==> src/rtl/ps2_key_rx.sv <==
// PS/2 device-to-host receiver: conditions the raw lines, validates 11-bit frames and
// folds E0/F0/E1 prefixes into single key events on the 11-bit ps2_key bus.
module ps2_key_rx #(
  parameter int FILTER_LEN     = 8,
  parameter int TIMEOUT_CYCLES = 20000,
  parameter int ERR_W          = 8
) (
  input  logic             clk,
  input  logic             reset_n,
  input  logic             ps2_clk,
  input  logic             ps2_data,
  output logic [10:0]      ps2_key,
  output logic             key_strobe,
  output logic             frame_err,
  output logic [ERR_W-1:0] err_count
);

  localparam int FCW = $clog2(FILTER_LEN + 1);
  localparam int TW  = $clog2(TIMEOUT_CYCLES + 1);

  localparam logic [7:0] BYTE_E0 = 8'hE0;
  localparam logic [7:0] BYTE_E1 = 8'hE1;
  localparam logic [7:0] BYTE_F0 = 8'hF0;
  localparam logic [2:0] E1_SKIP = 3'd7;

  typedef enum logic [1:0] {
    IDLE  = 2'd0,
    RECV  = 2'd1,
    CHECK = 2'd2
  } state_t;

  // Input conditioning
  logic [1:0]     clk_sync;
  logic [1:0]     data_sync;
  logic [FCW-1:0] filt_cnt;
  logic           clk_filt;
  logic           fall;

  // NOTE: sequential state uses non-blocking assignments so every register samples
  // the pre-edge values of the others, regardless of statement order.
  always_ff @(posedge clk) begin
    if (!reset_n) begin
      clk_sync  <= 2'b11;
      data_sync <= 2'b11;
      filt_cnt  <= '0;
      clk_filt  <= 1'b1;
      fall      <= 1'b0;
    end else begin
      clk_sync  <= {clk_sync[0], ps2_clk};
      data_sync <= {data_sync[0], ps2_data};
      fall      <= 1'b0;
      if (clk_sync[1] == clk_filt) begin
        filt_cnt <= '0;
      end else if (filt_cnt == FCW'(FILTER_LEN - 1)) begin
        // FILTER_LEN consecutive differing samples: accept the new level.
        clk_filt <= clk_sync[1];
        filt_cnt <= '0;
        fall     <= clk_filt;
      end else begin
        filt_cnt <= filt_cnt + 1'b1;
      end
    end
  end

  wire data_bit = data_sync[1];

  // Frame FSM and key-event state
  state_t           state_q, state_d;
  logic [3:0]       bitcnt_q, bitcnt_d;
  logic [9:0]       shift_q, shift_d;
  logic [TW-1:0]    tmo_q, tmo_d;
  logic [10:0]      key_q, key_d;
  logic             strobe_q, strobe_d;
  logic             err_q, err_d;
  logic [ERR_W-1:0] cnt_q, cnt_d;
  logic             ext_q, ext_d;
  logic             brk_q, brk_d;
  logic [2:0]       skip_q, skip_d;
  logic             reject;

  wire [7:0] rx_byte   = shift_q[7:0];
  wire       frame_ok  = (^shift_q[8:0]) && shift_q[9];

  // NOTE: every signal written here gets a default first, so no path leaves one
  // unassigned and no latch is inferred.
  always_comb begin
    state_d  = state_q;
    bitcnt_d = bitcnt_q;
    shift_d  = shift_q;
    tmo_d    = tmo_q;
    key_d    = key_q;
    strobe_d = 1'b0;
    err_d    = 1'b0;
    cnt_d    = cnt_q;
    ext_d    = ext_q;
    brk_d    = brk_q;
    skip_d   = skip_q;
    reject   = 1'b0;

    case (state_q)
      IDLE: begin
        if (fall && !data_bit) begin
          state_d  = RECV;
          bitcnt_d = '0;
          tmo_d    = '0;
        end
      end

      RECV: begin
        if (fall) begin
          // LSB-first: after ten shifts [7:0]=data, [8]=parity, [9]=stop.
          shift_d = {data_bit, shift_q[9:1]};
          tmo_d   = '0;
          if (bitcnt_q == 4'd9) begin
            state_d = CHECK;
          end else begin
            bitcnt_d = bitcnt_q + 4'd1;
          end
        end else if (tmo_q == TW'(TIMEOUT_CYCLES - 1)) begin
          reject  = 1'b1;
          state_d = IDLE;
        end else begin
          tmo_d = tmo_q + 1'b1;
        end
      end

      CHECK: begin
        state_d = IDLE;
        if (!frame_ok) begin
          reject = 1'b1;
        end else if (skip_q != 3'd0) begin
          skip_d = skip_q - 3'd1;
        end else if (rx_byte == BYTE_E1) begin
          // Pause sends E1 plus seven more bytes; swallow the lot.
          skip_d = E1_SKIP;
        end else if (rx_byte == BYTE_E0) begin
          ext_d = 1'b1;
        end else if (rx_byte == BYTE_F0) begin
          brk_d = 1'b1;
        end else begin
          key_d    = {~key_q[10], ~brk_q, ext_q, rx_byte};
          strobe_d = 1'b1;
          ext_d    = 1'b0;
          brk_d    = 1'b0;
        end
      end

      default: state_d = IDLE;
    endcase

    // Any rejected frame (bad bits or timeout) also drops pending prefixes.
    if (reject) begin
      err_d = 1'b1;
      ext_d = 1'b0;
      brk_d = 1'b0;
      if (cnt_q != '1) cnt_d = cnt_q + 1'b1;
    end
  end

  always_ff @(posedge clk) begin
    if (!reset_n) begin
      state_q  <= IDLE;
      bitcnt_q <= '0;
      shift_q  <= '0;
      tmo_q    <= '0;
      key_q    <= '0;
      strobe_q <= 1'b0;
      err_q    <= 1'b0;
      cnt_q    <= '0;
      ext_q    <= 1'b0;
      brk_q    <= 1'b0;
      skip_q   <= '0;
    end else begin
      state_q  <= state_d;
      bitcnt_q <= bitcnt_d;
      shift_q  <= shift_d;
      tmo_q    <= tmo_d;
      key_q    <= key_d;
      strobe_q <= strobe_d;
      err_q    <= err_d;
      cnt_q    <= cnt_d;
      ext_q    <= ext_d;
      brk_q    <= brk_d;
      skip_q   <= skip_d;
    end
  end

  assign ps2_key    = key_q;
  assign key_strobe = strobe_q;
  assign frame_err  = err_q;
  assign err_count  = cnt_q;

endmodule

==> config.mk <==
export PLATFORM = sky130hd
export DESIGN_NAME = ps2_key_rx
export DESIGN_NICKNAME = d
export VERILOG_FILES = /design/src/rtl/ps2_key_rx.sv
export SDC_FILE = /design/constraint.sdc
export NUM_CORES = 1
export LEC_CHECK = 0
export CAP_MARGIN = 25
export CORE_MARGIN = 2
export CORE_UTILIZATION = 50
export DETAILED_ROUTE_END_ITERATION = 10
export PLACE_DENSITY = 0.76
export SYNTH_ARGS = -nofsm -noshare
export SYNTH_HDL_FRONTEND = slang
export SYNTH_SLANG_ARGS = --single-unit
==> constraint.sdc <==
create_clock -name clk -period 2.4 [get_ports clk]
set_input_delay 0.36 -clock clk [delete_from_list [all_inputs] [get_ports clk]]
set_output_delay 0.36 -clock clk [all_outputs]
set_load 0.01 [all_outputs]
==> run summary, run 1 <==
The run finished with clean final reports. Detailed placement finished with a half-perimeter wire length of 3890 um. In this run the power spent charging and discharging nets is 420 uW. Warning count from the yosys run: 0. STA puts the critical path data required time at 2.67 ns. The routed layout has 2,381 vias. The tools report the worst path setup slack after routing as 0.157 ns.

The area growth from synthesis to layout is 17.7%. The tools report the die area as 0.00696 mm2. Across every metal layer, demand over resource in global routing totals 17.3%. The mapped netlist covers 0.00316 mm2. The via count of the first global-routing pass was 2,194; the maximum level of the CTS H-tree was 3. The count of cell types in the netlist is 47, and the width of the die is 83.4 um.

Counting flops with a built-in enable in the synthesized netlist gives 0. In this run the remaining antenna-violating nets after routing total 0. The wire length per cell is 12.7 um, and the total leakage power is 0.00137 uW. Entering global routing, the biggest net connects 47 pins. Registers are responsible for 52.1% of the overall power.

The final layout contains routed wiring with a total length of 5710 um. After filler insertion, the fill cell instance count of the layout stands at 529. The worst clock skew is 0.00893 ns, and the count of TritonRoute iterations in the first routing pass is 4. The initial core utilization was 52.4%; the share of power burned in combinational logic was 1.6%. The core region is 0.00603 mm2.

Measured against its own limit, the worst slew margin works out to 70.9%. Max-cap violations in this run came to 0. The critical path is of the flip-flop to flip-flop type.

Die span in y: 83.4 um. The clock slew seen by the registers of the worst setup and hold paths is 0.07 ns. After detailed routing, the number of remaining DRC violations is 0. In this run the deepest clock path goes through 2 buffers. In this run the post-CTS setup repair buffer count came out at 0.

0 antenna diodes ended up in the layout. The share of synthesized area occupied by flip-flops and latches is 42.5%. The master cell of the clock root buffer was clkbuf_8.

At the pin with the least slew margin, the transition time is 0.437 ns. The post-detailed-route via-to-cell ratio works out to 5.29. In the final timing run, aggregate negative setup slack is 0 ns. Along the worst path, the maximum fanout reaches 11. At the end of the flow, the number of nets in the layout was 391.

In this run the mean area of a mapped cell was 9.17 um2. The tools report the initial antenna violation count as 0. The library cells used most frequently in the layout, excluding fill and tap cells, are dfxtp_1, nand2_1, clkdlybuf4s50_1.

The detailed router finished its first iteration with 83 violations. Number of setup violations in the final report: 0. The cell count after synthesis is 344, and the post-route fraction of the period consumed by the critical path is 93.4%.

The number of nets handed over by synthesis was 364. The number of CTS-inserted buffers is 9. STA classifies the critical path endpoint as a flip-flop.

Of the cells placed in the final design, the portion with a size suffix greater than 1 is 8.53%. Of the total power, the share spent switching nets is 19.6%. Row generation in the floorplan step produced 28 rows. The share of synthesized flip-flops with an asynchronous set or reset was 0%; the count of endpoints failing hold in the final timing report was 0.

Per report_power, the clock group accounts for 46.2% of the total. The congestion estimate from routability-driven global placement came to 0.776. During I/O placement, the number of pins put on the boundary was 25. The clock sink count was 67; the source-to-sink clock delay at the later pin of the worst-skew pair was 0.34 ns. The internal portion of the total power is 1720 uW. The first global-routing pass estimated 9890 um of wire. The number of storage elements in the synthesis netlist is 67, and the data arrival time of the worst path is 2.52 ns.

Static timing analysis puts the maximum clock frequency at 446 MHz. For this run the aggregate overflow at the end of global routing stands at 0. The total count of max-transition violations in the final report is 0. TritonCTS built the clock tree. The clock period minus worst slack is 2.24 ns, and the maximum vdd ir drop is 458 uV. For this run, the leading register cell type out of synthesis is dfxtp_1. The number of buffers inserted by port buffering came out at 24. At the placement stage, the worst setup path has a slack of 0.154 ns.

The most frequent standard cell in the layout excluding fill and tap cells is dfxtp_1. The min-delay analysis places its worst path in the category flip-flop to flip-flop. The run gives 61.6% as the final cell utilization of the core. The kind of launch point of the worst setup path is a flip-flop.

For this design the ratio of total power to cell area is 577 mW/mm2.
kinds of logic after synthesis:
| kind of cell | Yosys count | share of synthesized area, % |
|---|---|---|
| flip-flops | 67 | 42.5 |
| adder cells (fa/ha/maj) | 16 | 6.34 |
| AND/OR/NAND/NOR | 147 | 25.7 |
| AO/OA/AOI/OAI | 55 | 11.8 |
| buffers and inverters | 28 | 4.00 |
| multiplexers | 14 | 4.48 |
| XOR/XNOR | 17 | 5.15 |
area by class of cell:
cell class | instances | area, um2 | area share, %
clock buffers | 14 | 183 | 4.92
clock inverters | 1 | 30.0 | 0.808
inverters | 16 | 60.1 | 1.62
multi-input cells | 249 | 1710 | 46.1
flip-flops and latches | 67 | 1340 | 36.1
well taps | 75 | 93.8 | 2.53
repair buffers | 28 | 295 | 7.95
critical path: stages (launching register included):
cell and delay (ns):
dfxtp_1 0.38, inv_1 0.06, ha_1 0.30, xnor3_1 0.38, xnor2_2 0.18, a21boi_2 0.23, o21ai_4 0.13, or3_1 0.38
a21boi_1 0.14
registers in the layout, summed over array words and instances, names as in the netlist, 2 cells and up:
register   cells
bitcnt_q       4
clk_sync       2
data_sync      2
err_count      8
filt_cnt       4
ps2_key       11
shift_q       10
skip_q         3
state_q        2
tmo_q         15
layer usage:
layer	global-route usage (%)	vias to the layer above	wire length, um
met3	4.67	9	215
met4	6.74	0	83
met1	23.2	1103	2860
met5	0	-	0
met2	26.7	32	2560
li1	-	1237	-
final timing paths:
| kind | start | to | slack, ns | cells after the start |
|---|---|---|---|---|
| worst min-delay path | clk_sync[0]$_SDFF_PN1_ | clk_sync[1]$_SDFF_PN1_ | 0.41 | 1 |
| worst max register to register | shift_q[0]$_SDFFE_PN0P_ | err_count[3]$_SDFFE_PN0P_ | 0.16 | 8 |
| worst max-delay path | shift_q[0]$_SDFFE_PN0P_ | err_count[3]$_SDFFE_PN0P_ | 0.16 | 8 |
| worst min register to register | clk_sync[0]$_SDFF_PN1_ | clk_sync[1]$_SDFF_PN1_ | 0.41 | 1 |
per-stage QoR:
stage	area [um2]	instances	power, uW	hold slack (ns)
after floorplan	3160	344	1160	0.386
after global placement	3480	435	1180	0.388
after detailed placement	3480	435	1180	0.392
after CTS	3690	450	2160	0.408
after global routing	3710	450	2220	0.422
final	3710	450	2140	0.405
repair_timing:
action	in CTS	in global routing
gates resized for setup	0	4
hold buffers	0	0
setup endpoints to repair	0	5
power by group through the flow:
stage	clock [uW]	combinational, uW	sequential (uW)
after global placement	0	35.5	1140
after detailed placement	0	35.5	1140
final	990	35.0	1120
after floorplan	0	22.5	1140
after global routing	1060	38.6	1120
after CTS	1010	35.7	1120
Yosys cell counts, drive strengths merged, types with 3 or more instances:
master	n	area share, %
xor2	7	1.9
nor3	9	1.4
nor2b	18	3.6
o21a	5	1.2
a21oi	13	2.1
xnor2	9	2.5
nor2	20	2.6
dfxtp	67	43
or4b	3	1.1
inv	16	1.9
nand3	15	2.4
and3	6	1.2
nand2	42	5.0
and2	6	1.2
clkbuf	10	1.5
or3	7	1.4
ha	16	6.3
nand4	5	0.99
mux2i	13	4.1
nand3b	3	0.71
o211a	3	0.95
a21boi	14	3.3
nand2b	5	0.99
o21ai	11	1.9
Note: power is estimated with default switching activity, not from simulation.
==> run 2, diff against run 1 <==
--- a/config.mk
+++ b/config.mk
@@ -7,9 +7,9 @@
 export LEC_CHECK = 0
 export CAP_MARGIN = 25
 export CORE_MARGIN = 2
-export CORE_UTILIZATION = 50
+export CORE_UTILIZATION = 56
 export DETAILED_ROUTE_END_ITERATION = 10
-export PLACE_DENSITY = 0.76
+export PLACE_DENSITY = 0.83
 export SYNTH_ARGS = -nofsm -noshare
 export SYNTH_HDL_FRONTEND = slang
 export SYNTH_SLANG_ARGS = --single-unit
==> run summary, run 2 (synthesized netlist as in run 1, its figures left out) <==
The run gives 0 (unchanged) as the final global-route overflow total. The logs give 0.34 ns (about the same) for the source-to-sink clock delay at the later pin of the worst-skew pair and 57.7% (was 52.4%) for the initial core utilization. The logs give 0 (unchanged) for the remaining antenna violation count and 42.2% (was 46.2%) for the share of power burned in the clock network.

The maximum level of the CTS H-tree was 3 (unchanged); the worst hold margin was 0.419 ns (was 0.405 ns). The largest fanout on the critical path works out to 7 (was 11). The flip-flop count of the largest register after layout came out at 15 (unchanged). The flow ran to the end, and the final reports show no timing, DRC or antenna violations.

The global-route wire length before repair is 9970 um (was 9890 um). The post-layout total power was 2000 uW (was 2140 uW). The tools report the master cell of the clock root buffer as clkbuf_8 (unchanged). The tools report the normalized max-slew margin as 66.8% (was 70.9%). The switching portion of total power was 21.8% (was 19.6%). Path class of the lowest-slack min-delay path: flip-flop to flip-flop (unchanged).

The buffering stage count on the worst path with inverters included was 1 (unchanged). For the number of nets in the layout, the log shows 393 (was 391). Kind of launch point of the worst setup path: a flip-flop (unchanged). The die area is 0.00625 mm2 (was 0.00696 mm2), and the synthesis-to-finish area growth is 17.0% (was 17.7%).

The final routed DRC violation total is 0 (unchanged). The number of inserted filler cells in the final layout came out at 448 (was 529). Most frequent cells in the layout: dfxtp_1, nand2_1, clkdlybuf4s50_1 (unchanged).

Beginning of the worst register-to-register path: shift_q[0]$_SDFFE_PN0P_ (unchanged). Register containing the most flip-flops in the final layout: tmo_q (unchanged). Most frequent standard cell in the layout excluding fill and tap cells: dfxtp_1 (unchanged).

The final weighted congestion in routability-driven placement is 0.763 (was 0.776), and the portion of total power attributed to sequential cells is 55.9% (was 52.1%). The worst path required time is 2.64 ns (was 2.67 ns), and the maximum vdd ir drop is 421 uV (was 458 uV). The count of cells along the worst hold path was 1 (unchanged). The cell family with the largest share of critical-path delay was XOR/XNOR gates (unchanged). Endpoint of the lowest-slack register-to-register path: err_count[7]$_SDFFE_PN0P_ (was err_count[3]$_SDFFE_PN0P_).

The run gives 20.2% (was 17.3%) as the overall fraction of global-route tracks in use. The count of endpoints failing hold in the final timing report was 0 (unchanged); the pin count of the biggest net entering global routing was 24 (was 47). The width of the die was 79.1 um (was 83.4 um).

The power density relative to cell area was 541 mW/mm2 (was 577 mW/mm2). The post-CTS setup buffer count is 0 (unchanged). The wire length per cell was 12.7 um (about the same). TritonCTS built the clock tree. For the total leakage power, the log shows 0.00136 uW (was 0.00137 uW). Cell Chain, Critical Path: inv_1, ha_1, xnor3_1, xnor2_2, a21boi_2, o21a_2, a41o_1, and3_1 (was inv_1, ha_1, xnor3_1, xnor2_2, a21boi_2, o21ai_4, or3_1, a21boi_1). The run gives 25 (unchanged) as the count of pins on the block boundary.

Worst setup slack before clock tree synthesis: 0.118 ns (was 0.154 ns). The tools report the highest achievable clock rate as 451 MHz (was 446 MHz). The number of max-cap violations was 0 (unchanged). Worst clock skew: 0.00614 ns (was 0.00893 ns). The detailed placer's ending HPWL was 4070 um (was 3890 um); the diode insertion count for antenna repair was 0 (unchanged). The count of vias placed by the detailed router was 2,421 (was 2,381). The buffer levels on the longest clock path is 2 (unchanged), and the number of CTS-inserted buffers is 9 (unchanged).

The run gives 89 (was 83) as the first-iteration detailed-routing DRC count. The share of power burned in combinational logic was 1.9% (was 1.6%); the fraction of final layout cells sized beyond drive strength 1 was 9.26% (was 8.53%). The end point of the worst hold path is clk_sync[1]$_SDFF_PN1_ (unchanged).

For the total count of max-transition violations in the final report, the log shows 0 (unchanged). The cell type of the slowest stage on the worst timing path was xnor3_1 (was dfxtp_1). The number of buffers inserted by port buffering is 24 (unchanged).

For the post-route non-filler standard cell count, the log shows 450 (unchanged). Critical hold path startpoint: clk_sync[0]$_SDFF_PN1_ (unchanged). The internal portion of total power was 1560 uW (was 1720 uW); the number of gates resized after cts was 0 (unchanged). The run gives 434 uW (was 420 uW) as the reported net switching power. The number of instances in the placed design came out at 434 (was 435). The via count of the first global-routing pass came out at 2,302 (was 2,194). The post-detailed-route via-to-cell ratio was 5.38 (was 5.29). The run gives 0 (unchanged) as the count of hold-fix buffers inserted at cts. The number of setup violations in the final report came out at 0 (unchanged). The logs give 27 (was 28) for the number of rows in the core area and 2.45 ns (was 2.52 ns) for the data arrival time of the worst path. The count of TritonRoute iterations in the first routing pass is 4 (unchanged), and the worst-margin pin slew is 0.496 ns (was 0.437 ns). The routed wire length is 5700 um (was 5710 um), and the number of cells traversed by the worst register-to-register path is 8 (unchanged).

The die span in y was 79.1 um (was 83.4 um). The total core area was 0.00547 mm2 (was 0.00603 mm2). The clock slew seen by the registers of the worst setup and hold paths was 0.07 ns (about the same). The run gives 0.183 ns (was 0.157 ns) as the worst path setup slack after routing. The area of combinational cells with multiple inputs is 0.00171 mm2 (unchanged). The tools report the capturing element type of the critical path as a flip-flop (unchanged). The logs give 0 (unchanged) for the initial antenna violation count and 0.18 ns (was 0.16 ns) for the setup slack of the most critical reg-to-reg path. The classification of the worst setup path was flip-flop to flip-flop (unchanged).

Total area of sequential cells: 0.00134 mm2 (unchanged). The highest cell delay on the worst timing path is 0.38 ns (about the same). The run gives 67 (unchanged) as the clock sink count. The post-route fraction of the period consumed by the critical path is 92.4% (was 93.4%), and the final cell utilization of the core is 67.5% (was 61.6%). The clock period minus worst slack came out at 2.22 ns (was 2.24 ns).
## run 2: routing by layer
| layer | global-route usage, % | vias to the layer above | wire length, um |
|---|---|---|---|
| li1 | - | 1244 | - |
| met1 | 24.5 | 1135 | 2710 |
| met2 | 34.3 | 30 | 2710 |
| met3 | 3.52 | 12 | 183 |
| met4 | 10.5 | 0 | 99 |
| met5 | 0 | - | 0 |
## run 2: worst max-delay path by stage
stage,from,end,slack [ns],cells past startpoint
5_1_grt,shift_q[0]$_SDFFE_PN0P_,err_count[3]$_SDFFE_PN0P_,-0.009,8
3_3_place_gp,shift_q[0]$_SDFFE_PN0P_,ps2_key[3]$_SDFFE_PN0P_,0.22,9
6_report,shift_q[0]$_SDFFE_PN0P_,err_count[7]$_SDFFE_PN0P_,0.18,8
4_1_cts,shift_q[0]$_SDFFE_PN0P_,ps2_key[4]$_SDFFE_PN0P_,0.12,9
2_1_floorplan,shift_q[0]$_SDFFE_PN0P_,ps2_key[5]$_SDFFE_PN0P_,0.22,9
3_5_place_dp,shift_q[0]$_SDFFE_PN0P_,ps2_key[4]$_SDFFE_PN0P_,0.12,9
## run 2: area by class of cell
cell class	count	share of cell area, %
multi-input cells	249	46.3
flip-flops and latches	67	36.3
repair buffers	30	8.40
clock buffers	12	4.20
well taps	72	2.44
inverters	16	1.63
clock inverters	4	0.678
## run 2: metrics by stage
step	instance area [um2]	TNS, ns
3_5_place_dp	3490	0
3_3_place_gp	3490	0
6_report	3690	0
2_1_floorplan	3160	0
4_1_cts	3670	0
5_1_grt	3690	-0.00921
## run 2: worst reg2reg max path, delay by kind of cell, from the launching register on
kind                       cells  cell delay, ns
adders and majority gates      1            0.31
buffers and inverters          1            0.06
and+or+nand+nor                1            0.15
DFF                            1            0.37
AOI/OAI and AO/OA              3            0.61
xor gates and xnor gates       2            0.62
## run 2: power groups by stage
stage	combinational [uW]	clock, uW	sequential [uW]
finish	37.7	843	1120
global route	41.2	908	1120
global placement	37.5	0	1140
detailed placement	37.9	0	1140
floorplan	22.5	0	1140
CTS	37.8	862	1120
